[src/rtl/apb_cmd_master.sv]
`default_nettype none
// ============================================================================
// Module      : apb_cmd_master
// Description : APB3 initiator driven by a buffered command stream. Commands
//               (read/write, address, write data) are queued in a small FIFO
//               and executed strictly one at a time, in order. Each command
//               produces one response carrying read data and error/timeout
//               flags.
// Ports       : clk, rstn (async, active-low)
//               cmd_*  : command input, valid/ready handshake
//               rsp_*  : response output, valid/ready handshake
//               busy   : FIFO not empty or a transfer in progress
//               m_*    : APB3 master interface
// Revision    : 1.0 - initial release
// ============================================================================
module apb_cmd_master #(
    parameter int FIFO_DEPTH = 4,
    parameter int TIMEOUT    = 255
) (
    input  logic        clk,
    input  logic        rstn,
    input  logic        cmd_valid,
    output logic        cmd_ready,
    input  logic        cmd_write,
    input  logic [31:0] cmd_addr,
    input  logic [31:0] cmd_wdata,
    output logic        rsp_valid,
    input  logic        rsp_ready,
    output logic [31:0] rsp_rdata,
    output logic        rsp_err,
    output logic        rsp_timeout,
    output logic        busy,
    output logic [31:0] m_paddr,
    output logic        m_psel,
    output logic        m_penable,
    output logic        m_pwrite,
    output logic [31:0] m_pwdata,
    input  logic [31:0] m_prdata,
    input  logic        m_pready,
    input  logic        m_pslverr
);

    localparam int          PTR_W   = $clog2(FIFO_DEPTH);
    localparam logic [15:0] TO_LAST = 16'(TIMEOUT - 1);

    typedef enum logic [1:0] {
        S_IDLE   = 2'd0,
        S_SETUP  = 2'd1,
        S_ACCESS = 2'd2,
        S_RESP   = 2'd3
    } state_t;

    state_t      state_q, state_d;

    // ------------------------------------------------------------------
    // Command FIFO: entry = {write, addr, wdata}. Pointers carry one extra
    // wrap bit so full and empty are distinguishable.
    // ------------------------------------------------------------------
    logic [64:0]    fifo_mem_q [FIFO_DEPTH];
    logic [PTR_W:0] wr_ptr_q, rd_ptr_q;
    logic           fifo_empty;
    logic           fifo_full;
    logic           fifo_push;
    logic           fifo_pop;
    logic [64:0]    fifo_head;

    assign fifo_empty = (wr_ptr_q == rd_ptr_q);
    assign fifo_full  = (wr_ptr_q[PTR_W] != rd_ptr_q[PTR_W]) &&
                        (wr_ptr_q[PTR_W-1:0] == rd_ptr_q[PTR_W-1:0]);
    assign fifo_push  = cmd_valid && !fifo_full;
    assign fifo_pop   = (state_q == S_IDLE) && !fifo_empty;
    assign fifo_head  = fifo_mem_q[rd_ptr_q[PTR_W-1:0]];

    always_ff @(posedge clk) begin
        if (fifo_push) begin
            fifo_mem_q[wr_ptr_q[PTR_W-1:0]] <= {cmd_write, cmd_addr, cmd_wdata};
        end
    end

    always_ff @(posedge clk or negedge rstn) begin
        if (!rstn) begin
            wr_ptr_q <= '0;
            rd_ptr_q <= '0;
        end else begin
            if (fifo_push) wr_ptr_q <= wr_ptr_q + 1'b1;
            if (fifo_pop)  rd_ptr_q <= rd_ptr_q + 1'b1;
        end
    end

    // ------------------------------------------------------------------
    // Transfer FSM and datapath registers
    // ------------------------------------------------------------------
    logic [15:0] tcnt_q, tcnt_d;
    logic [31:0] paddr_q, paddr_d;
    logic [31:0] pwdata_q, pwdata_d;
    logic        pwrite_q, pwrite_d;
    logic [31:0] rdata_q, rdata_d;
    logic        err_q, err_d;
    logic        tout_q, tout_d;

    always_ff @(posedge clk or negedge rstn) begin
        if (!rstn) begin
            state_q  <= S_IDLE;
            tcnt_q   <= '0;
            paddr_q  <= '0;
            pwdata_q <= '0;
            pwrite_q <= 1'b0;
            rdata_q  <= '0;
            err_q    <= 1'b0;
            tout_q   <= 1'b0;
        end else begin
            state_q  <= state_d;
            tcnt_q   <= tcnt_d;
            paddr_q  <= paddr_d;
            pwdata_q <= pwdata_d;
            pwrite_q <= pwrite_d;
            rdata_q  <= rdata_d;
            err_q    <= err_d;
            tout_q   <= tout_d;
        end
    end

    always_comb begin
        state_d  = state_q;
        tcnt_d   = tcnt_q;
        paddr_d  = paddr_q;
        pwdata_d = pwdata_q;
        pwrite_d = pwrite_q;
        rdata_d  = rdata_q;
        err_d    = err_q;
        tout_d   = tout_q;
        case (state_q)
            S_IDLE: begin
                if (!fifo_empty) begin
                    pwrite_d = fifo_head[64];
                    paddr_d  = fifo_head[63:32];
                    pwdata_d = fifo_head[31:0];
                    state_d  = S_SETUP;
                end
            end
            S_SETUP: begin
                tcnt_d  = '0;
                state_d = S_ACCESS;
            end
            S_ACCESS: begin
                // pready is only honoured here, so a registered-pready slave
                // that leaves it high after completion cannot end a later
                // transfer early.
                if (m_pready) begin
                    rdata_d = pwrite_q ? 32'd0 : m_prdata;
                    err_d   = m_pslverr;
                    tout_d  = 1'b0;
                    state_d = S_RESP;
                end else if (tcnt_q == TO_LAST) begin
                    rdata_d = 32'd0;
                    err_d   = 1'b1;
                    tout_d  = 1'b1;
                    state_d = S_RESP;
                end else begin
                    tcnt_d = tcnt_q + 16'd1;
                end
            end
            S_RESP: begin
                if (rsp_ready) state_d = S_IDLE;
            end
            default: state_d = S_IDLE;
        endcase
    end

    // ------------------------------------------------------------------
    // Outputs
    // ------------------------------------------------------------------
    assign cmd_ready   = !fifo_full;
    assign busy        = !fifo_empty || (state_q != S_IDLE);
    assign rsp_valid   = (state_q == S_RESP);
    assign rsp_rdata   = rdata_q;
    assign rsp_err     = err_q;
    assign rsp_timeout = tout_q;
    assign m_psel      = (state_q == S_SETUP) || (state_q == S_ACCESS);
    assign m_penable   = (state_q == S_ACCESS);
    assign m_paddr     = paddr_q;
    assign m_pwrite    = pwrite_q;
    assign m_pwdata    = pwdata_q;

endmodule
`default_nettype wire

[config.mk]
export PLATFORM = sky130hd
export DESIGN_NAME = apb_cmd_master
export DESIGN_NICKNAME = d
export VERILOG_FILES = /design/src/rtl/apb_cmd_master.sv
export SDC_FILE = /design/constraint.sdc
export NUM_CORES = 1
export LEC_CHECK = 0
export ABC_AREA = 1
export CAP_MARGIN = 20
export CORE_UTILIZATION = 59
export CTS_CLUSTER_DIAMETER = 150
export DETAILED_ROUTE_END_ITERATION = 16
export HOLD_SLACK_MARGIN = 0.03
export PLACE_DENSITY = 0.95
export RECOVER_POWER = 50
export SLEW_MARGIN = 20
export SYNTH_ARGS = -nofsm -noshare
export SYNTH_HDL_FRONTEND = slang
export SYNTH_SLANG_ARGS = --single-unit
[constraint.sdc]
create_clock -name clk -period 12.8 [get_ports clk]
set_input_delay 3.2 -clock clk [delete_from_list [all_inputs] [get_ports clk]]
set_output_delay 3.2 -clock clk [all_outputs]
set_load 0.03 [all_outputs]
-- After elaboration in Yosys (flattened, before gate mapping)
Memory sizes are Yosys's and may differ from the RTL's. A register that Yosys moved wholly into a read port is not among the register bits.
Index checks and enable logic that the tools add are counted.
- flip-flop bits (word level): 58
- RAM bits: 260
- output and inout bits: 104
- memories: 1
- memories (memory ; depth ; width ; rd ports ; clocked after memory_dff ; write ports ; line ; source):
    fifo_mem_q ; 4 ; 65 ; 1 ; 1 ; 1 ; 59 ; logic [64:0] fifo_mem_q [FIFO_DEPTH];
- $add $sub $neg: 3
- equality and inequality tests: 12
- mux-type cells: 16
- bitwise operators: 1
- reductions and logical operators: 16
- operators by type and width (kind ; number):
    two-way mux 32 bit ; 3
    two-way mux 16 bit ; 2
    case mux 16 bit (2 select lines) ; 1
    adder 16 x 1 -> 16 bit (second input constant) ; 1
    equality test 16 x 8 -> 1 bit (second input constant) ; 1
    two-way mux 2 bit ; 4
    case mux 2 bit (4 select lines) ; 1
    adder 3 x 1 -> 3 bit (second input constant) ; 2
    != test 2 bit (second input constant) ; 3
    AND reduction 3 bit ; 2
    nonzero test 2 bit ; 3
    two-way mux 1 bit ; 5
    equality test 2 bit (second input constant) ; 2
    AND reduction 2 bit ; 2
    equality test 3 bit ; 1
    logical AND 1 bit ; 3
    logical NOT 1 bit ; 3
    != test 3 x 1 -> 1 bit (second input constant) ; 1
    equality test 2 x 1 -> 1 bit (second input constant) ; 1
    equality test 2 bit ; 1
    logical NOT 2 bit ; 1
    logical OR 1 bit ; 2
    != test 2 x 1 -> 1 bit (second input constant) ; 1
    != test 1 bit ; 1
    NOT 1 bit ; 1

-- Logic depth before layout (Yosys ltp)
Gate-level depths: netlist of run 1.
- depth in word-level cells: 6
- gate-level depth with buffers: 10
- gate-level depth less buffers: 10

-- Worst setup path before layout of run 1
Ideal clock, no wire load.
- path kind: input to register
- from: in cmd_valid
- to: mem fifo_mem_q[0][0], enable pin
- setup time: 0.489 ns
- arrival: 6.111 ns
- data required time: 12.311 ns
- path slack: 6.200 ns
- stages: 2
- path buffers: 0
- cells stage by stage: nand2_1 nor2_1
- longest elaborated chain between the ends: 3
- ends and longest elaborated chain (element ; line ; source):
    from (decl) ; 22 ; input logic cmd_valid,
    logical AND 1 bit ; 70 ; assign fifo_push = cmd_valid && !fifo_full;
    two-way mux 1 bit ; 75 ; if (fifo_push) begin
    two-way mux 1 bit (implied by the code) ; 76 ; fifo_mem_q[wr_ptr_q[PTR_W-1:0]] <= {cmd_write, cmd_addr, cmd_wdata};
    to (decl) ; 59 ;
Every way passes these cells.

-- Final worst setup path of run 1
- from: reg rd_ptr_q[1]
- to: reg pwdata_q[28], in the netlist m_pwdata[28]
- longest elaborated chain between the ends: 3
- ends and longest elaborated chain (element ; line ; source):
    from (decl) ; 60 ; logic [PTR_W:0] wr_ptr_q, rd_ptr_q;
    from (signal assigned) ; 86 ; if (fifo_pop) rd_ptr_q <= rd_ptr_q + 1'b1;
    equality test 3 bit ; 67 ; assign fifo_empty = (wr_ptr_q == rd_ptr_q);
    NOT 1 bit (no source line) ; - ;
    AND reduction 2 bit (no source line) ; - ;
    to (signal assigned) ; 115 ; pwdata_q <= pwdata_d;
    to (decl) ; 95 ; logic [31:0] pwdata_q, pwdata_d;
Parallel ways exist; a longest one is shown, timed or not.
A chain may end at the register's enable or synchronous reset.

==> results of run 1 <==
[cell families (layout without fill, tap and decap cells)]
logic type,Yosys count,count (layout),synth area share [%]
adders and majority gates,11,11,0.912
AOI/OAI and AO/OA,159,159,5.86
other,0,4,0
buffers and inverters,91,310,3.21
DFF,383,383,72.1
xor gates and xnor gates,6,6,0.398
and+or+nand+nor,502,502,13.2
muxes,65,65,4.31
[power by group through the flow]
stage	Clock [uW]	Sequential, uW	Combinational, uW
3_5_place_dp	0	1900	1680
4_1_cts	1120	1890	1720
6_report	1110	1890	1720
2_1_floorplan	0	2090	927
3_3_place_gp	0	1880	1610
5_1_grt	1170	1920	1860
[routing by layer]
metal / GRT usage [%] / vias up
met1: 34.3 / 4921
met4: 8.62 / 4
met5: 0 / -
li1: - / 4629
met2: 44.3 / 535
met3: 5.77 / 77
[final cells by class]
type	instances	area, sq um
Tap cell	330	413
Multi-Input combinational cell	743	3760
Timing Repair Buffer	215	2120
Clock buffer	51	1080
Fill cell	1463	6550
Sequential cell	383	10900
Antenna cell	4	10.0
Clock inverter	17	179
Inverter	27	101
[worst max-delay path, cell delays in order, from the launching register on]
cell	delay [ps]
dfrtp_1	1770
xnor2_1	320
nand3_1	160
nand2_1	1500
inv_1	1310
clkbuf_1	1870
nand2_1	390
nand2_1	170
[flip-flops by register name, indices dropped and copies added, names as in the netlist]
name	count
m_pwrite	1
m_paddr	32
rd_ptr_q	3
rsp_err	1
rsp_rdata	32
state_q	2
fifo_mem_q	260
wr_ptr_q	3
m_pwdata	32
tcnt_q	16
rsp_timeout	1
[synthesized netlist by cell type (5+ instances only)]
cell,n
buf_4,13
nand4_1,9
o22ai_1,65
edfxtp_1,260
a21oi_1,6
dfrtp_1,123
inv_2,5
buf_2,14
nand2_2,5
nand3_1,51
ha_1,11
mux2i_1,65
nor2_1,104
o21ai_0,81
nand2_1,329
inv_1,22
buf_6,10
clkbuf_1,22
[path summary, 6_finish.rpt]
check                      cells past startpoint                         to                      start  slack [ps]
hold / removal                                 2  rsp_rdata[21]$_DFFE_PN0P_  rsp_rdata[21]$_DFFE_PN0P_         480
hold reg to reg                                2  rsp_rdata[21]$_DFFE_PN0P_  rsp_rdata[21]$_DFFE_PN0P_         480
min in group asynchronous                      1    m_pwdata[3]$_DFFE_PN0P_                       rstn        3430
max in group asynchronous                      2    rd_ptr_q[0]$_DFFE_PN0P_                       rstn        7580
setup / recovery                               7   m_pwdata[28]$_DFFE_PN0P_    rd_ptr_q[1]$_DFFE_PN0P_        5210
setup reg to reg                               7   m_pwdata[28]$_DFFE_PN0P_    rd_ptr_q[1]$_DFFE_PN0P_        5210
[through the flow]
stage,utilization [%],total power [uW],hold slack [ps],setup slack (ps),cell area [sq um]
floorplan,-,3020,470,6200,15100
global placement,68.9,3500,461,7510,17300
detailed placement,68.9,3580,465,7440,17300
CTS,73.9,4730,484,7010,18600
global route,73.9,4950,494,4470,18600
finish,73.9,4720,481,5210,18600
==> results by group, run 1 <==
Power and ir drop
  – Worst vdd ir: between 0.15 and 0.2 mV
  – Register share of total power: approximately two fifths
  – Comb pwr share: between 30% and 40%
  – Power Density: ~250 nW/um^2
  – Internal power: between 2000 and 3000 uW
  – Clk pwr share: between 20% and 30%
  – LEAKAGE: ~0.0073 uW
  – Switching power total: around 1800 uW
  – Switching Fraction: 37.6%

Final layout
  – Layout Nets: approximately 1500
  – Most common cell after layout, fill and taps aside: nand2_1
  – Post-Layout Cell Count: between 1500 and 2000
  – Proportion of layout cells with a drive suffix above 1: under 10%
  – Layout area overhead: 22.9%
  – Most frequent cells in the layout: nand2_1 (330), edfxtp_1 (260), clkdlybuf4s50_1 (139), dfrtp_1 (122), nor2_1 (99)

Synthesis
  – Share of flip-flops with an asynchronous set or reset: 32.1%
  – Cells after Synth: approximately 1200
  – Yosys top cell by area: edfxtp_1
  – Sequential area share after synthesis: between 70 and 80%
  – Post-Syn Area per Cell: about 12 sq um
  – Synth Cell Area: around 15000 sq um
  – Top_reg_cell synth: edfxtp_1
  – EDFF count, synth: 260
  – YS warnings: 0
  – Top cell type's share of synthesized area: roughly half
  – Post-Syn Nets: 1331
  – Main area contributors after synthesis: edfxtp_1 (52%), dfrtp_1 (20%), nand2_1 (8.2%)
  – Netlist cell types: 29
  – Yosys reg bits: approximately 380

CTS
  – CTS resizes: 0
  – Clk root buf: clkbuf_16
  – CTS tree: yes
  – CTS Buf Count: 37
  – Clock Path Buffers: 3
  – Htree depth: 2
  – Clock transition at path regs: approximately 60 ps
  – Post CTS Setup Buffer Count: 0
  – Sink Count: roughly 380
  – Hold Buf Count CTS: 0
  – Worst skew pair latency: 530 ps

Drt
  – WL met3: 3.08 mm
  – Final wirelength: 34.2 mm
  – Post-Route M1 WL: between 10 and 15 mm
  – DR vias: around 10000
  – Vias per inst: around 5.7
  – Drt wl/cell: 19.3 um
  – # DRC: 0
  – First DRT Iteration DRCs: 1132
  – Metal2 WL: roughly 17 mm
  – Uppermost layer routed: met5
  – Pre-Repair DR Iteration Count: 5
  – Routed Antenna Nets: 0

Setup path
  – Worst-path fanout max: 70
  – Crit end category: register
  – Arr. time, crit path: 8030 ps
  – CP Class: register to register
  – Worst EP required: ~13000 ps
  – CP Launch Type: register

Global routing
  – GRT Resource Usage Total: between 20% and 30%
  – Initial antenna violation count: 5
  – Largest net degree at the start of global routing: 83
  – Gr ovfl total: 0
  – Global-route wire length before repair: approximately 53 mm
  – Vias in the first global route: a little under 10000

Floorplanning
  – Initial Utilization: around three fifths
  – Height of the die: approximately 160 um
  – Rows: just under 60
  – Total Die Area: 26200 sq um
  – Die Wd: roughly 160 um
  – Top Ports: between 200 and 250
  – Core box area: about 25000 sq um

Placement
  – Dpl cells: 1698
  – Dpl hpwl: ~20 mm
  – Final GP Congestion: around 0.9
  – IO buf count: between 200 and 250

STA
  – Relative slew margins: -75.8%
  – Worst Skew: around 22 ps
  – Minimum clock period after layout: 7590 ps
  – Setup TNS: 0 ps
  – Worst slew pin tran: 2630 ps
  – Final Setup Violations: 0
  – Slew Viols, Final: about 240
  – Hold Vio Cnt, Final: 0
  – RSZ-0062 raised after global routing: no
  – Highest clock rate: between 100 and 150 MHz
  – Tcrit/Tclk final: about three fifths

Run status
  – Failing checks: capacitance limit, slew limit
  – Outcome: finished with violations

Run
  – Max Cap Violations: 4

Hold path
  – Hold Crit Class: register to register
Note: power is estimated with default switching activity, not from simulation.
==> run 2: changes to the inputs <==
--- a/config.mk
+++ b/config.mk
@@ -7,11 +7,11 @@
 export LEC_CHECK = 0
 export ABC_AREA = 1
 export CAP_MARGIN = 20
-export CORE_UTILIZATION = 59
+export CORE_UTILIZATION = 55
 export CTS_CLUSTER_DIAMETER = 150
 export DETAILED_ROUTE_END_ITERATION = 16
 export HOLD_SLACK_MARGIN = 0.03
-export PLACE_DENSITY = 0.95
+export PLACE_DENSITY = 0.9
 export RECOVER_POWER = 50
 export SLEW_MARGIN = 20
 export SYNTH_ARGS = -nofsm -noshare
==> constraint.sdc (replaced) <==
create_clock -name clk -period 7.6 [get_ports clk]
set_input_delay 1.9 -clock clk [delete_from_list [all_inputs] [get_ports clk]]
set_output_delay 1.9 -clock clk [all_outputs]
set_load 0.03 [all_outputs]
==> results by group, run 2 (synthesis gave the netlist of run 1 again) <==
Run status
  – Outcome: finished with violations
  – Failing checks: capacitance limit, slew limit

Hold path
  – Hold Path End: rsp_rdata[10]$_DFFE_PN0P_
  – Hold Startpoint: rsp_rdata[10]$_DFFE_PN0P_
  – Hold Crit Class: register to register
  – WHS Path Cells: 2

CTS
  – Worst skew pair latency: about 540 ps
  – Htree depth: 2
  – Sink Count: ~380
  – Clk root buf: clkbuf_16
  – CTS resizes: 0
  – Post CTS Setup Buffer Count: 0
  – Clock transition at path regs: approximately 60 ps
  – Hold Buf Count CTS: 0
  – Clock Path Buffers: 3
  – CTS tree: yes
  – CTS Buf Count: 39

Power and ir drop
  – Worst vdd ir: roughly 0.33 mV
  – Comb pwr share: between 30% and 40%
  – Switching power total: between 2000 and 3000 uW
  – Internal power: about 5000 uW
  – Clk pwr share: 23.8%
  – LEAKAGE: 0.00737 uW
  – Register share of total power: between 40% and 50%
  – Switching Fraction: 37.4%
  – Power Density: approximately 430 nW/um^2

STA
  – Tcrit/Tclk final: 76.2%
  – Worst slew pin tran: about 3300 ps
  – Setup TNS: 0 ps
  – PnR worst setup slack: approximately 1800 ps
  – Hold Vio Cnt, Final: 0
  – Highest clock rate: 173 MHz
  – Slew Viols, Final: roughly 200
  – RSZ-0062 raised after global routing: no
  – Worst Skew: 28.0 ps
  – Relative slew margins: -123%
  – Minimum clock period after layout: between 5000 and 6000 ps
  – Final Setup Violations: 0

Placement
  – IO buf count: 206
  – Dpl cells: between 1500 and 2000
  – Post-Place Setup Slack: between 3000 and 4000 ps
  – Final GP Congestion: 0.814
  – Dpl hpwl: roughly 20 mm

Drt
  – # DRC: 0
  – Final wirelength: between 30 and 40 mm
  – DR vias: roughly 10000
  – Drt wl/cell: around 19 um
  – First DRT Iteration DRCs: ~810
  – Pre-Repair DR Iteration Count: 6
  – Routed Antenna Nets: 0
  – Vias per inst: around 5.7

Setup path
  – CP Launch Type: register
  – R2R Setup Slk: 1810 ps
  – CP Class: register to register
  – Worst reg2reg startpoint: rd_ptr_q[0]$_DFFE_PN0P_
  – Worst reg2reg path depth: 7
  – Worst-path fanout max: 81
  – Arr. time, crit path: 6190 ps
  – Worst EP required: 7990 ps
  – RR Endpoint: m_paddr[9]$_DFFE_PN0P_
  – Crit end category: register

Floorplanning
  – Top Ports: roughly 210
  – Height of the die: 168 um
  – Rows: 60
  – Core box area: between 20000 and 30000 sq um
  – Total Die Area: roughly 28000 sq um
  – Die Wd: 168 um
  – Initial Utilization: ~56%

Final layout
  – Proportion of layout cells with a drive suffix above 1: 5.84%
  – Most frequent cells in the layout: nand2_1 (331), edfxtp_1 (260), clkdlybuf4s50_1 (138), dfrtp_1 (121), nor2_1 (102)
  – Layout Nets: between 1500 and 2000
  – Most common cell after layout, fill and taps aside: nand2_1
  – Post-Layout Cell Count: ~1800
  – Layout area overhead: 23.0%
  – Max FFs per register: 260

Global routing
  – Global-route wire length before repair: approximately 54 mm
  – Gr ovfl total: 0
  – GRT Resource Usage Total: 24.6%
  – Vias in the first global route: around 10000
  – Initial antenna violation count: 4
  – Largest net degree at the start of global routing: between 100 and 150

Run
  – Max Cap Violations: 5
[run 2: cell count changes in the layout (fill, tap and decap cells not counted), moves of 2 or more]
cell,previous run,this run
clkinvlp_4,7,4
clkinv_8,0,2
buf_4,7,9
nor2_4,5,2
diode_2,4,2
nor2_1,99,102
[run 2: layout make-up]
class | count | area [sq um]
clock buffer | 52 | 1070
multi-input combinational | 743 | 3740
fill | 1720 | 8390
tap | 341 | 427
sequential | 383 | 10900
clock inverter | 18 | 205
inverter | 27 | 101
timing repair buffer | 215 | 2120
antenna | 2 | 5.00
[run 2: per-stage QoR]
step | hold slack [ps] | power, uW | area (sq um) | util, %
6_report | 475 | 7910 | 18600 | 68.9
5_1_grt | 494 | 8320 | 18600 | 68.9
4_1_cts | 480 | 7960 | 18600 | 69.0
3_5_place_dp | 464 | 6020 | 17300 | 64.3
3_3_place_gp | 460 | 5910 | 17300 | 64.2
2_1_floorplan | 470 | 5080 | 15100 | -
[run 2: power groups by stage]
| stage | registers, uW | clock network (uW) | logic, uW |
|---|---|---|---|
| after floorplan | 3520 | 0 | 1560 |
| after global placement | 3170 | 0 | 2750 |
| after detailed placement | 3200 | 0 | 2820 |
| after CTS | 3170 | 1910 | 2870 |
| after global routing | 3230 | 1990 | 3090 |
| final | 3180 | 1890 | 2850 |
[run 2: worst max-delay path by stage]
stage                                  startpoint                          end  slack [ps]
after CTS                 rd_ptr_q[0]$_DFFE_PN0P_                         busy        2770
after global routing      rd_ptr_q[0]$_DFFE_PN0P_       m_paddr[9]$_DFFE_PN0P_        1370
after detailed placement                cmd_valid  fifo_mem_q[2][37]$_DFFE_PP_        3080
final                     rd_ptr_q[0]$_DFFE_PN0P_       m_paddr[9]$_DFFE_PN0P_        1810
after global placement                  cmd_valid  fifo_mem_q[2][22]$_DFFE_PP_        3130
after floorplan                         cmd_valid   fifo_mem_q[0][0]$_DFFE_PP_        2300
[run 2: layer usage]
| metal | global-route usage, % | part of all wire [%] | vias to the layer above |
|---|---|---|---|
| met5 | 0 | 0.091 | - |
| met4 | 7.66 | 2.1 | 4 |
| met3 | 5.60 | 8.2 | 66 |
| met2 | 42.1 | 50 | 464 |
| met1 | 31.1 | 40 | 4952 |
| li1 | - | - | 4650 |
[run 2: critical path: stages (launching register included)]
cell	delay [ps]
dfrtp_4	1160
xnor2_2	200
nand3_1	110
nand2_1	1910
inv_1	1330
buf_4	590
nand2_1	190
nand2_1	80
==> run 3: changes to the inputs <==
==> constraint.sdc (replaced) <==
create_clock -name clk -period 5.75 [get_ports clk]
set_input_delay 1.4375 -clock clk [delete_from_list [all_inputs] [get_ports clk]]
set_output_delay 1.4375 -clock clk [all_outputs]
set_load 0.03 [all_outputs]
==> results by group, run 3 (synthesis gave the netlist of run 1 again) <==
Hold path
  – Hold Path End: rsp_rdata[10]$_DFFE_PN0P_
  – Hold Crit Class: register to register
  – Hold Startpoint: rsp_rdata[10]$_DFFE_PN0P_
  – WHS Path Cells: 2

CTS
  – Clock Path Buffers: 3
  – Hold Buf Count CTS: 0
  – CTS Buf Count: 37
  – Worst skew pair latency: roughly 540 ps
  – Post CTS Setup Buffer Count: 0
  – Clk root buf: clkbuf_16
  – Sink Count: around 380
  – CTS resizes: 0
  – CTS tree: yes
  – Htree depth: 2
  – Clock transition at path regs: approximately 70 ps

STA
  – Worst slew pin tran: between 2000 and 2500 ps
  – Final Setup Violations: 0
  – Minimum clock period after layout: about 4600 ps
  – Hold slack: 477 ps
  – Setup TNS: 0 ps
  – PnR worst setup slack: approximately 1200 ps
  – Slew Viols, Final: 65
  – Worst Skew: around 27 ps
  – Hold Vio Cnt, Final: 0
  – RSZ-0062 raised after global routing: no
  – Tcrit/Tclk final: between 70% and 80%
  – Relative slew margins: -66.7%
  – Highest clock rate: about 220 MHz

Power and ir drop
  – LEAKAGE: around 0.0074 uW
  – Power Density: around 570 nW/um^2
  – Worst vdd ir: approximately 0.34 mV

Floorplanning
  – Total Die Area: between 20000 and 30000 sq um
  – Top Ports: approximately 210
  – Initial Utilization: 56.0%
  – Rows: 60
  – Core box area: 27000 sq um
  – Height of the die: roughly 170 um
  – Die Wd: ~170 um

Setup path
  – Worst EP required: ~4300 ps
  – Crit end category: primary output
  – Worst reg2reg path depth: 5
  – Worst reg2reg startpoint: rd_ptr_q[1]$_DFFE_PN0P_
  – CP Class: register to primary output
  – CP Launch Type: register
  – Arr. time, crit path: 3150 ps
  – R2R Setup Slk: ~1400 ps
  – RR Endpoint: fifo_mem_q[2][6]$_DFFE_PP_
  – Worst-path fanout max: 44

Final layout
  – Post-Layout Cell Count: 1785
  – Layout Nets: 1522
  – Area taken by flip-flops and latches: around 11000 sq um
  – Most frequent cells in the layout: nand2_1 (330), edfxtp_1 (260), clkdlybuf4s50_1 (139), dfrtp_1 (122), nor2_1 (100)
  – Proportion of layout cells with a drive suffix above 1: under 10%
  – Fillers: 1711
  – Area of the multi-input gates: roughly 3800 sq um
  – Max FFs per register: 260
  – Layout area overhead: 24.1%
  – Most common cell after layout, fill and taps aside: nand2_1

Drt
  – Routed Antenna Nets: 0
  – # DRC: 0
  – Drt wl/cell: roughly 19 um
  – DR vias: around 10000
  – Pre-Repair DR Iteration Count: 5
  – First DRT Iteration DRCs: 1000
  – Vias per inst: 5.60
  – Final wirelength: 33.9 mm

Placement
  – Dpl cells: around 1700
  – Final GP Congestion: between 0.8 and 0.9
  – Post-Place Setup Slack: 1880 ps
  – Dpl hpwl: roughly 20 mm
  – IO buf count: 206

Global routing
  – Global-route wire length before repair: approximately 54 mm
  – GRT Resource Usage Total: roughly a quarter
  – Largest net degree at the start of global routing: between 90 and 100
  – Vias in the first global route: ~10000
  – Initial antenna violation count: 10
  – Gr ovfl total: 0

Run status
  – Failing checks: capacitance limit, slew limit
  – Outcome: finished with violations

Run
  – Max Cap Violations: 2
[run 3: routing by layer]
metal | part of all wire [%] | routed length [um] | GRT usage (%)
met1 | 39 | 13300 | 30.9
met3 | 8.9 | 3010 | 6.50
met4 | 2.9 | 966 | 9.05
met5 | 0.13 | 43 | 0
met2 | 49 | 16500 | 41.1
[run 3: worst max-delay path: stages (launching register included)]
cell and delay [ps]:
dfrtp_1 1290, xnor2_1 260, nand4_1 350, clkdlybuf4s50_1 710
[run 3: per-stage QoR]
stage	area, sq um	total power [uW]	utilization [%]
2_1_floorplan	15100	6710	-
3_3_place_gp	17300	7820	64.4
3_5_place_dp	17400	7970	64.4
4_1_cts	18700	10700	69.5
5_1_grt	18700	11200	69.4
6_report	18700	10700	69.5
[run 3: power by group]
group / switching (uW) / leakage (uW) / internal, uW
registers: 358 / 0.00396 / 3750
clock network: 1040 / 0.000661 / 1650
logic: 2550 / 0.00280 / 1320
[run 3: cell type report]
| class | instances | area share (%) |
|---|---|---|
| sequential | 383 | 58.1 |
| tap | 341 | 2.28 |
| antenna | 7 | 0.0935 |
| timing repair buffer | 216 | 11.5 |
| multi-input combinational | 743 | 20.1 |
| clock inverter | 20 | 1.86 |
| inverter | 27 | 0.541 |
| clock buffer | 48 | 5.49 |
[run 3: worst max-delay path by stage]
stage | startpoint | endpoint | slack, ps | depth (start not counted)
floorplan | cmd_valid | fifo_mem_q[0][0]$_DFFE_PP_ | 910 | 2
detailed placement | cmd_valid | fifo_mem_q[1][52]$_DFFE_PP_ | 1880 | 4
global placement | cmd_valid | fifo_mem_q[0][52]$_DFFE_PP_ | 1950 | 4
finish | rd_ptr_q[1]$_DFFE_PN0P_ | busy | 1160 | 3
global route | rd_ptr_q[1]$_DFFE_PN0P_ | busy | 940 | 3
CTS | rd_ptr_q[1]$_DFFE_PN0P_ | busy | 1760 | 3
